<file path="src/rtl/cache_mem_arbiter.sv">
// Round-robin arbiter that gives the I-cache or the D-cache exclusive use of the
// memory port for a whole line fill (BURST_LEN beats) or a single write-through beat.
module cache_mem_arbiter #(
   parameter int unsigned DATA_W    = 32,
   parameter int unsigned TYPE_W    = 3,
   parameter int unsigned BURST_LEN = 4
) (
   input  logic              clk,
   input  logic              rst,
   input  logic              i_creq,
   input  logic              i_cwrite,
   input  logic [DATA_W-1:0] i_caddr,
   input  logic [DATA_W-1:0] i_cin,
   input  logic [TYPE_W-1:0] i_ctype,
   output logic [DATA_W-1:0] i_cout,
   output logic              i_cwait,
   input  logic              d_creq,
   input  logic              d_cwrite,
   input  logic [DATA_W-1:0] d_caddr,
   input  logic [DATA_W-1:0] d_cin,
   input  logic [TYPE_W-1:0] d_ctype,
   output logic [DATA_W-1:0] d_cout,
   output logic              d_cwait,
   output logic              mreq,
   output logic              mwrite,
   output logic [DATA_W-1:0] maddr,
   output logic [DATA_W-1:0] min,
   output logic [TYPE_W-1:0] mtype,
   input  logic [DATA_W-1:0] mout,
   input  logic              mwait,
   output logic [1:0]        gnt
);

   localparam int unsigned CNT_W = $clog2(BURST_LEN) + 1;
   localparam logic [CNT_W-1:0] CNT_MAX = CNT_W'(BURST_LEN);

   typedef enum logic [1:0] {IDLE, GNT_I, GNT_D} state_t;

   state_t           state;
   logic             last;   // 1: D-cache owned the port most recently
   logic             op_wr;
   logic [CNT_W-1:0] cnt;

   logic             own_i, own_d, own_creq, beat, done;
   logic [CNT_W-1:0] cnt_inc;

   always_comb begin
      own_i    = (state == GNT_I);
      own_d    = (state == GNT_D);
      own_creq = (own_i & i_creq) | (own_d & d_creq);
      beat     = own_creq & ~mwait;
      cnt_inc  = (cnt == CNT_MAX) ? cnt : cnt + 1'b1;
      done     = beat & (op_wr | (cnt_inc == CNT_MAX));
   end

   always_ff @(posedge clk or negedge rst) begin
      if (!rst) begin
         state <= IDLE;
         last  <= 1'b1;
         op_wr <= 1'b0;
         cnt   <= '0;
         gnt   <= '0;
      end else begin
         case (state)
            IDLE: begin
               if (i_creq && (!d_creq || last)) begin
                  state <= GNT_I;
                  gnt   <= 2'b01;
                  last  <= 1'b0;
                  op_wr <= i_cwrite;
                  cnt   <= '0;
               end else if (d_creq) begin
                  state <= GNT_D;
                  gnt   <= 2'b10;
                  last  <= 1'b1;
                  op_wr <= d_cwrite;
                  cnt   <= '0;
               end
            end
            GNT_I, GNT_D: begin
               // An abandoned transaction releases without counting a beat.
               if (!own_creq || done) begin
                  state <= IDLE;
                  gnt   <= '0;
                  cnt   <= '0;
               end else if (beat) begin
                  cnt <= cnt_inc;
               end
            end
            default: begin
               state <= IDLE;
               gnt   <= '0;
               cnt   <= '0;
            end
         endcase
      end
   end

   always_comb begin
      mreq   = 1'b0;
      mwrite = 1'b0;
      maddr  = '0;
      min    = '0;
      mtype  = '0;
      if (own_i) begin
         mreq   = i_creq;
         mwrite = i_cwrite;
         maddr  = i_caddr;
         min    = i_cin;
         mtype  = i_ctype;
      end else if (own_d) begin
         mreq   = d_creq;
         mwrite = d_cwrite;
         maddr  = d_caddr;
         min    = d_cin;
         mtype  = d_ctype;
      end
   end

   always_comb begin
      i_cwait = own_i ? (i_creq & mwait) : i_creq;
      d_cwait = own_d ? (d_creq & mwait) : d_creq;
      i_cout  = (own_i & i_creq) ? mout : '0;
      d_cout  = (own_d & d_creq) ? mout : '0;
   end

endmodule

</file>
<file path="config.mk">
export PLATFORM = sky130hd
export DESIGN_NAME = cache_mem_arbiter
export DESIGN_NICKNAME = d
export VERILOG_FILES = /design/src/rtl/cache_mem_arbiter.sv
export SDC_FILE = /design/constraint.sdc
export NUM_CORES = 1
export LEC_CHECK = 0
export ABC_AREA = 1
export BUFFER_PORTS_ARGS = -buffer_cell sky130_fd_sc_hd__clkbuf_2
export CAP_MARGIN = 15
export CORE_AREA = 3 3 120 122
export DETAILED_ROUTE_END_ITERATION = 6
export DIE_AREA = 0 0 123 125
export PLACE_DENSITY = 0.46
export SLEW_MARGIN = 20
export SYNTH_ARGS = -nofsm -noshare
export SYNTH_HDL_FRONTEND = slang
export SYNTH_SLANG_ARGS = --single-unit
</file>
<file path="constraint.sdc">
create_clock -name clk -period 1.85 [get_ports clk]
set_input_delay 0 -clock clk [delete_from_list [all_inputs] [get_ports clk]]
set_output_delay 0 -clock clk [all_outputs]
set_load 0.02 [all_outputs]
</file>
==> results by group, run 1 <==
Power
  – Leakage power: 2.662 nW
  – Total Power: 0.005015 W
  – PD cells: 1324 nW/µm²
  – Clk pwr share: 7.4%
  – Flop pwr share: 5.0%
  – Switching Fraction: 61.86%
  – Combinational Power Share: 87.6%
  – Internal Power: 0.001913 W
  – VDD IR max: 502.2 µV
  – Psw: 0.003102 W

Detailed routing
  – Via count: 3539
  – DR pass1 iterations: 4
  – Post-DR vias/cell: 4.017
  – Post-Route WL: 12.17 mm
  – M1 wire length: 4.857 mm
  – DRT iter0 DRCs: 193
  – Antenna-violating nets left: 0
  – Met3 Wirelength: 1.366 mm
  – DRC viols: 0
  – Max Used Layer: met4
  – Drt wl/cell: 13.81 µm
  – WL met2: 5.754 mm

Global routing
  – Largest net degree at the start of global routing: 57
  – Vias in the first global route: 3440
  – Total GRT Usage: 14.10%
  – Initial antenna violation count: 0
  – GRT overflow: 0
  – First-pass GRT wire length: 17.75 mm

Min path
  – Hold WC Path Type: in2reg
  – Hold_sp: i_cwrite
  – WHS Endpoint: op_wr$_DFFE_PN0P_
  – Worst hold stages: 3

Timing
  – Hold Violations, Final: 0
  – Worst hold margin: 0.08571 ns
  – Final slew viol count: 0
  – Maximum clock frequency: 0.5777 GHz
  – Clock Skew: 0.0009015 ns
  – Worst slew margin: 78.43%
  – RSZ-0062 raised after global routing: yes
  – Setup violators final: 0
  – Min Clock Period, post-route: 1.731 ns
  – Tightest Pin Transition: 0.3235 ns
  – Period utilization: 93.56%
  – Worst setup margin: 0.1191 ns

Cells and area
  – Non-Filler Instances: 881
  – # nets final: 884
  – Ant diodes: 0
  – Share of cells above drive strength 1: 47.66%
  – Synth-to-Final Area Change: 99.28%

CTS
  – Clock Sink Count: 7
  – CTS clk-pin slew, worst paths: 0.04 ns
  – Clk root buf: clkbuf_16
  – CTS H-tree depth: 1
  – Clock tree from TritonCTS: yes
  – CTS Buffer Depth: 2
  – Post-CTS Setup Inserts: 0
  – Clock Latency Late Sink: 0.23 ns
  – Total CTS buffers: 3

Place
  – DP Worst Slack: 0.3012 ns
  – Gpl congestion: 0.8993
  – IO Port Bufs: 309
  – Placed cells: 875
  – Post-DP HPWL: 10.12 mm

Outcome
  – Status: finished, final reports clean

Synthesis
  – Ys Warns: 0
  – Syn nets: 585
  – Syn Std Cell Area: 1901 µm²
  – Avg Cell Area, Syn: 4.670 µm²
  – Cells after synthesis: 407
  – Sequential area share after synthesis: 9.282%
  – Yosys cell types: 21
  – Yosys reg bits: 7

Floorplan
  – Die area: 15380 µm²
  – Die X: 123 µm
  – Rows: 42
  – Die Y: 125 µm
  – Core ar.: 13300 µm²
  – Starting density of the core: 14.30%
  – I/O pin count: 310

Setup path
  – Worst EP arrival: 1.73 ns
  – Flop2flop setup slack: 0.32 ns
  – Reg2reg path depth: 8
  – Critical path class: reg2out
  – Critical path launch point type: register
  – Required time of the worst setup path: 1.85 ns
  – Crit Reg-Reg Endpoint: cnt[2]$_DFFE_PN0P_
  – R2R Path Start: state[1]$_DFFE_PN0P_
  – Setup crit end kind: output port
  – Crit-path max FO: 10

Run
  – Max Cap Viol: 0
## critical path, cell delays in order (launching register included)
cell and delay, ns:
dfrtp_1 0.42, inv_1 0.09, ha_2 0.23, inv_2 0.17, buf_4 0.22, nand3_1 0.09, nand2_1 0.11, clkbuf_2 0.18
## layout make-up
type | instances | area [µm²]
Fill cell | 1568 | 9508
Tap cell | 176 | 220.2
Clock buffer | 4 | 78.83
Inverter | 50 | 187.7
Sequential cell | 7 | 176.4
Multi-Input combinational cell | 321 | 1408
Timing Repair Buffer | 323 | 1717
## timing repair
item                       in CTS  in global routing
hold endpoints to repair        7                  0
setup endpoints to repair       0                 16
resized for setup               0                  3
hold buffers                    1                  0
## registers in the layout (all words and copies together), names as in the netlist
register	count
cnt	3
last	1
op_wr	1
state	2
## cells in the mapped netlist
cell | instances | area (µm²)
o22ai_1 | 1 | 6.260
nand3_1 | 74 | 370.4
dfrtp_1 | 6 | 150.1
o21ai_0 | 3 | 15.01
o21bai_1 | 1 | 7.510
buf_4 | 5 | 37.54
nand2_1 | 158 | 593.1
dfstp_2 | 1 | 26.28
nand4_1 | 1 | 6.260
clkbuf_1 | 8 | 30.03
buf_1 | 3 | 11.26
ha_1 | 5 | 62.56
inv_2 | 2 | 7.510
nand2_4 | 3 | 33.78
nor2_1 | 68 | 255.2
and3_1 | 1 | 6.260
a21oi_1 | 3 | 15.01
inv_1 | 48 | 180.2
a21oi_2 | 1 | 8.760
buf_2 | 13 | 65.06
nand2_2 | 2 | 12.51
## metal layers
metal	track usage [%]	vias up
met4	2.410	0
met3	3.207	13
met5	0	-
li1	-	1833
met1	17.49	1516
met2	25.02	177
## worst max path at each step
stage / from / end / slack, ns
after floorplan: state[0]$_DFFE_PN0P_ / d_cwait / 0.25
after global placement: state[1]$_DFFE_PN0P_ / mreq / 0.31
after detailed placement: state[0]$_DFFE_PN0P_ / maddr[8] / 0.30
after CTS: state[0]$_DFFE_PN0P_ / maddr[8] / 0.05
after global routing: state[1]$_DFFE_PN0P_ / maddr[31] / -0.05
final: state[1]$_DFFE_PN0P_ / min[18] / 0.12
## cell families (layout without fill, tap and decap cells)
logic type,after synthesis,count (layout),share of synthesized area (%)
simple gates,307,307,67.22
compound gates,9,9,2.765
buf+inv,79,377,17.45
fa+ha+maj,5,5,3.292
flops,7,7,9.282
## stage by stage
stage	util, %	instance area, µm²	TNS (ns)
after floorplan	-	1901	0
after detailed placement	27.50	3656	0
after CTS	28.17	3745	0
after global placement	27.50	3656	0
final	28.49	3787	0
after global routing	28.49	3787	-0.2168
## layout by cell type (no fill, tap or decap), types with 4 or more instances in the layout
| cell | n |
|---|---|
| dfrtp_1 | 6 |
| inv_1 | 48 |
| clkbuf_16 | 4 |
| nand3_1 | 74 |
| nor2_1 | 68 |
| clkbuf_2 | 309 |
| nand2_1 | 158 |
| buf_4 | 8 |
## power by group through the flow
stage	registers (W)	logic (W)	clock network (W)
5_1_grt	0.000262	0.00481	0.000388
6_report	0.000251	0.00439	0.000373
2_1_floorplan	0.000267	0.00268	0
4_1_cts	0.000248	0.00437	0.000378
3_3_place_gp	0.000249	0.00438	0
3_5_place_dp	0.000250	0.00434	0
(Power assumes the default switching activity.)
==> run 2, diff against run 1 <==
--- a/config.mk
+++ b/config.mk
@@ -5,13 +5,11 @@
 export SDC_FILE = /design/constraint.sdc
 export NUM_CORES = 1
 export LEC_CHECK = 0
-export ABC_AREA = 1
 export BUFFER_PORTS_ARGS = -buffer_cell sky130_fd_sc_hd__clkbuf_2
 export CAP_MARGIN = 15
 export CORE_AREA = 3 3 120 122
 export DETAILED_ROUTE_END_ITERATION = 6
 export DIE_AREA = 0 0 123 125
-export PLACE_DENSITY = 0.46
 export SLEW_MARGIN = 20
 export SYNTH_ARGS = -nofsm -noshare
 export SYNTH_HDL_FRONTEND = slang
==> results by group, run 2 <==
Synthesis
  – Cells after synthesis: 224 (was 407)
  – Area contributors post-synth: a22o_1, and3_1, dfrtp_1 (was nand2_1, nand3_1, nor2_1)
  – Most common cell in the netlist: a22o_1 (was nand2_1)
  – Yosys cell types: 30 (was 21)
  – Post-synth top area cell: a22o_1 (was nand2_1)
  – Post-synth ARST share: 100.0% (unchanged)
  – Main synth FF type: dfrtp_1 (unchanged)
  – Avg Cell Area, Syn: 7.412 µm² (was 4.670 µm²)
  – Yosys reg bits: 7 (unchanged)
  – Ys Warns: 0 (unchanged)
  – Sequential area share after synthesis: 10.63% (was 9.282%)
  – EDFF count, synth: 0 (unchanged)
  – Top cells by count, synth: a22o_1, and3_1, clkbuf_1, nand2_1, inv_1 (was nand2_1, nand3_1, nor2_1, inv_1, buf_2)
  – Area share of the largest cell type after synthesis: 35.87% (was 31.20%)
  – Syn Std Cell Area: 1660 µm² (was 1901 µm²)
  – Syn nets: 402 (was 585)

Cells and area
  – Most common cell after layout, fill and taps aside: clkbuf_2 (unchanged)
  – Max reg flops: 3 (unchanged)
  – Commonest non-fill, non-tap cells in the layout: clkbuf_2, a22o_1, and3_1 (was clkbuf_2, nand2_1, nand3_1)
  – Regs by FF count: cnt (3), state (2) (unchanged)
  – Share of cells above drive strength 1: 66.29% (was 47.66%)
  – Final Cell Area: 3755 µm² (was 3787 µm²)
  – Most flop-heavy register: cnt (unchanged)
  – Synth-to-Final Area Change: 126.1% (was 99.28%)
  – Ant diodes: 0 (unchanged)
  – Non-Filler Instances: 707 (was 881)
  – # nets final: 710 (was 884)

Floorplan
  – Starting density of the core: 12.49% (was 14.30%)
  – Core ar.: 13300 µm² (unchanged)
  – Die X: 123 µm (unchanged)
  – Die area: 15380 µm² (unchanged)
  – I/O pin count: 310 (unchanged)
  – Rows: 42 (unchanged)
  – Die Y: 125 µm (unchanged)

CTS
  – Total CTS buffers: 3 (unchanged)
  – Clk root buf: clkbuf_16 (unchanged)
  – CTS Buffer Depth: 2 (unchanged)
  – Clock Latency Late Sink: 0.23 ns (about the same)
  – Clock Sink Count: 7 (unchanged)
  – CTS clk-pin slew, worst paths: 0.04 ns (about the same)
  – Clock tree from TritonCTS: yes (unchanged)
  – CTS H-tree depth: 1 (unchanged)

Detailed routing
  – DR pass1 iterations: 6 (was 4)
  – Antenna-violating nets left: 0 (unchanged)
  – Post-Route WL: 11.47 mm (was 12.17 mm)
  – DRC viols: 0 (unchanged)
  – DRT iter0 DRCs: 138 (was 193)
  – Drt wl/cell: 16.22 µm (was 13.81 µm)
  – Post-DR vias/cell: 4.414 (was 4.017)
  – Via count: 3121 (was 3539)

Setup path
  – Critical path launch point type: register (unchanged)
  – Worst EP arrival: 1.95 ns (was 1.73 ns)
  – Required time of the worst setup path: 1.96 ns (was 1.85 ns)
  – Crit-path max FO: 3 (was 10)
  – Setup crit end kind: register (was output port)
  – R2R Path Start: cnt[0]$_DFFE_PN0P_ (was state[1]$_DFFE_PN0P_)
  – Critical path class: reg2reg (was reg2out)
  – Setup crit start: cnt[0]$_DFFE_PN0P_ (was state[1]$_DFFE_PN0P_)

Power
  – Internal Power: 0.002387 W (was 0.001913 W)
  – PD cells: 1422 nW/µm² (was 1324 nW/µm²)
  – VDD IR max: 971.2 µV (was 502.2 µV)
  – Combinational Power Share: 88.2% (was 87.6%)
  – Switching Fraction: 55.29% (was 61.86%)
  – Leakage power: 2.389 nW (was 2.662 nW)
  – Clk pwr share: 6.8% (was 7.4%)
  – Flop pwr share: 5.0% (about the same)
  – Psw: 0.002951 W (was 0.003102 W)

Place
  – IO Port Bufs: 309 (unchanged)
  – Gpl congestion: 0.8323 (was 0.8993)
  – Post-DP Area: 3508 µm² (was 3656 µm²)
  – Post-DP HPWL: 8.804 mm (was 10.12 mm)
  – Placed cells: 695 (was 875)

Timing
  – Final slew viol count: 0 (unchanged)
  – Hold Violations, Final: 0 (unchanged)
  – Clock Skew: 0.002836 ns (was 0.0009015 ns)
  – Tightest Pin Transition: 0.3423 ns (was 0.3235 ns)
  – Period utilization: 99.25% (was 93.56%)
  – Min Clock Period, post-route: 1.836 ns (was 1.731 ns)
  – Worst slew margin: 77.18% (was 78.43%)
  – Maximum clock frequency: 0.5446 GHz (was 0.5777 GHz)
  – RSZ-0062 raised after global routing: yes (unchanged)
  – Setup violators final: 0 (unchanged)

Min path
  – Hold_sp: d_creq (was i_cwrite)
  – Hold WC Path Type: in2reg (unchanged)

Outcome
  – Status: finished, final reports clean (unchanged)

Global routing
  – GRT overflow: 0 (unchanged)
  – First-pass GRT wire length: 15.26 mm (was 17.75 mm)
  – Largest net degree at the start of global routing: 105 (was 57)
  – Total GRT Usage: 12.09% (was 14.10%)
  – Vias in the first global route: 2916 (was 3440)
  – Initial antenna violation count: 0 (unchanged)

Run
  – Max Cap Viol: 0 (unchanged)
run 2: metal layers:
layer	track usage [%]	vias up	share of wire, %
met4	0.8469	0	0.51
met3	1.445	4	8.1
met5	0	-	0
li1	-	1494	-
met1	15.70	1452	41
met2	22.16	171	50
run 2: path summary, 6_finish.rpt:
kind | to | slack, ns | cells after the start
max | state[0]$_DFFE_PN0P_ | 0.01 | 5
min | last$_DFFE_PN1P_ | 0.12 | 3
max reg2reg | state[0]$_DFFE_PN0P_ | 0.01 | 5
min reg2reg | last$_DFFE_PN1P_ | 0.50 | 2
max in group asynchronous | last$_DFFE_PN1P_ | 1.47 | 2
min in group asynchronous | state[1]$_DFFE_PN0P_ | 0.14 | 2
run 2: power groups by stage:
stage,Clock [W],Sequential [W],Combinational (W)
3_5_place_dp,0,0.000259,0.00436
3_3_place_gp,0,0.000254,0.00435
6_report,0.000365,0.000266,0.00471
5_1_grt,0.000379,0.000275,0.00504
2_1_floorplan,0,0.000277,0.00265
4_1_cts,0.000371,0.000258,0.00438
run 2: area by class of cell:
type                    count  area (µm²)
clock buffers               4       78.83
fillers                  1470        9540
inverters                   8       30.03
multi-input cells         179        1409
flip-flops and latches      7       177.7
well taps                 176       220.2
repair buffers            333        1839
run 2: cells by family after synthesis:
family	share of synthesized area, %
and+or+nand+nor	30.29
DFF	10.63
muxes	0.9040
AOI/OAI and AO/OA	45.67
buffers and inverters	8.742
adders and majority gates	3.768
run 2: what timing repair did:
action | CTS | global route
pin swaps | 1 | 3
setup buffers | 0 | 5
hold endpoints to repair | 7 | 0
endpoints found under the setup margin | 1 | 51
hold buffers | 1 | 0
gates resized for setup | 0 | 18
gates cloned | 0 | 2
run 2: worst max-delay path, stage by stage (launching register included):
cell and delay [ns]:
dfrtp_1 0.39, ha_2 0.20, or3b_4 0.40, a311oi_4 0.32, o31ai_4 0.11, mux2_4 0.30
run 2: through the flow:
step	worst slack (ns)	hold WS [ns]	util, %	power, W	TNS (ns)
final	0.01381	0.1203	28.24	0.005338	0
after global routing	-0.05492	0.1554	28.24	0.005693	-0.08573
after CTS	0.007781	0.1123	27.06	0.005009	0
after detailed placement	-0.03119	-0.1567	26.39	0.004620	-0.03119
after global placement	-0.003183	-0.1526	26.39	0.004606	-0.003183
after floorplan	-0.01969	-0.2956	-	0.002927	-0.01969
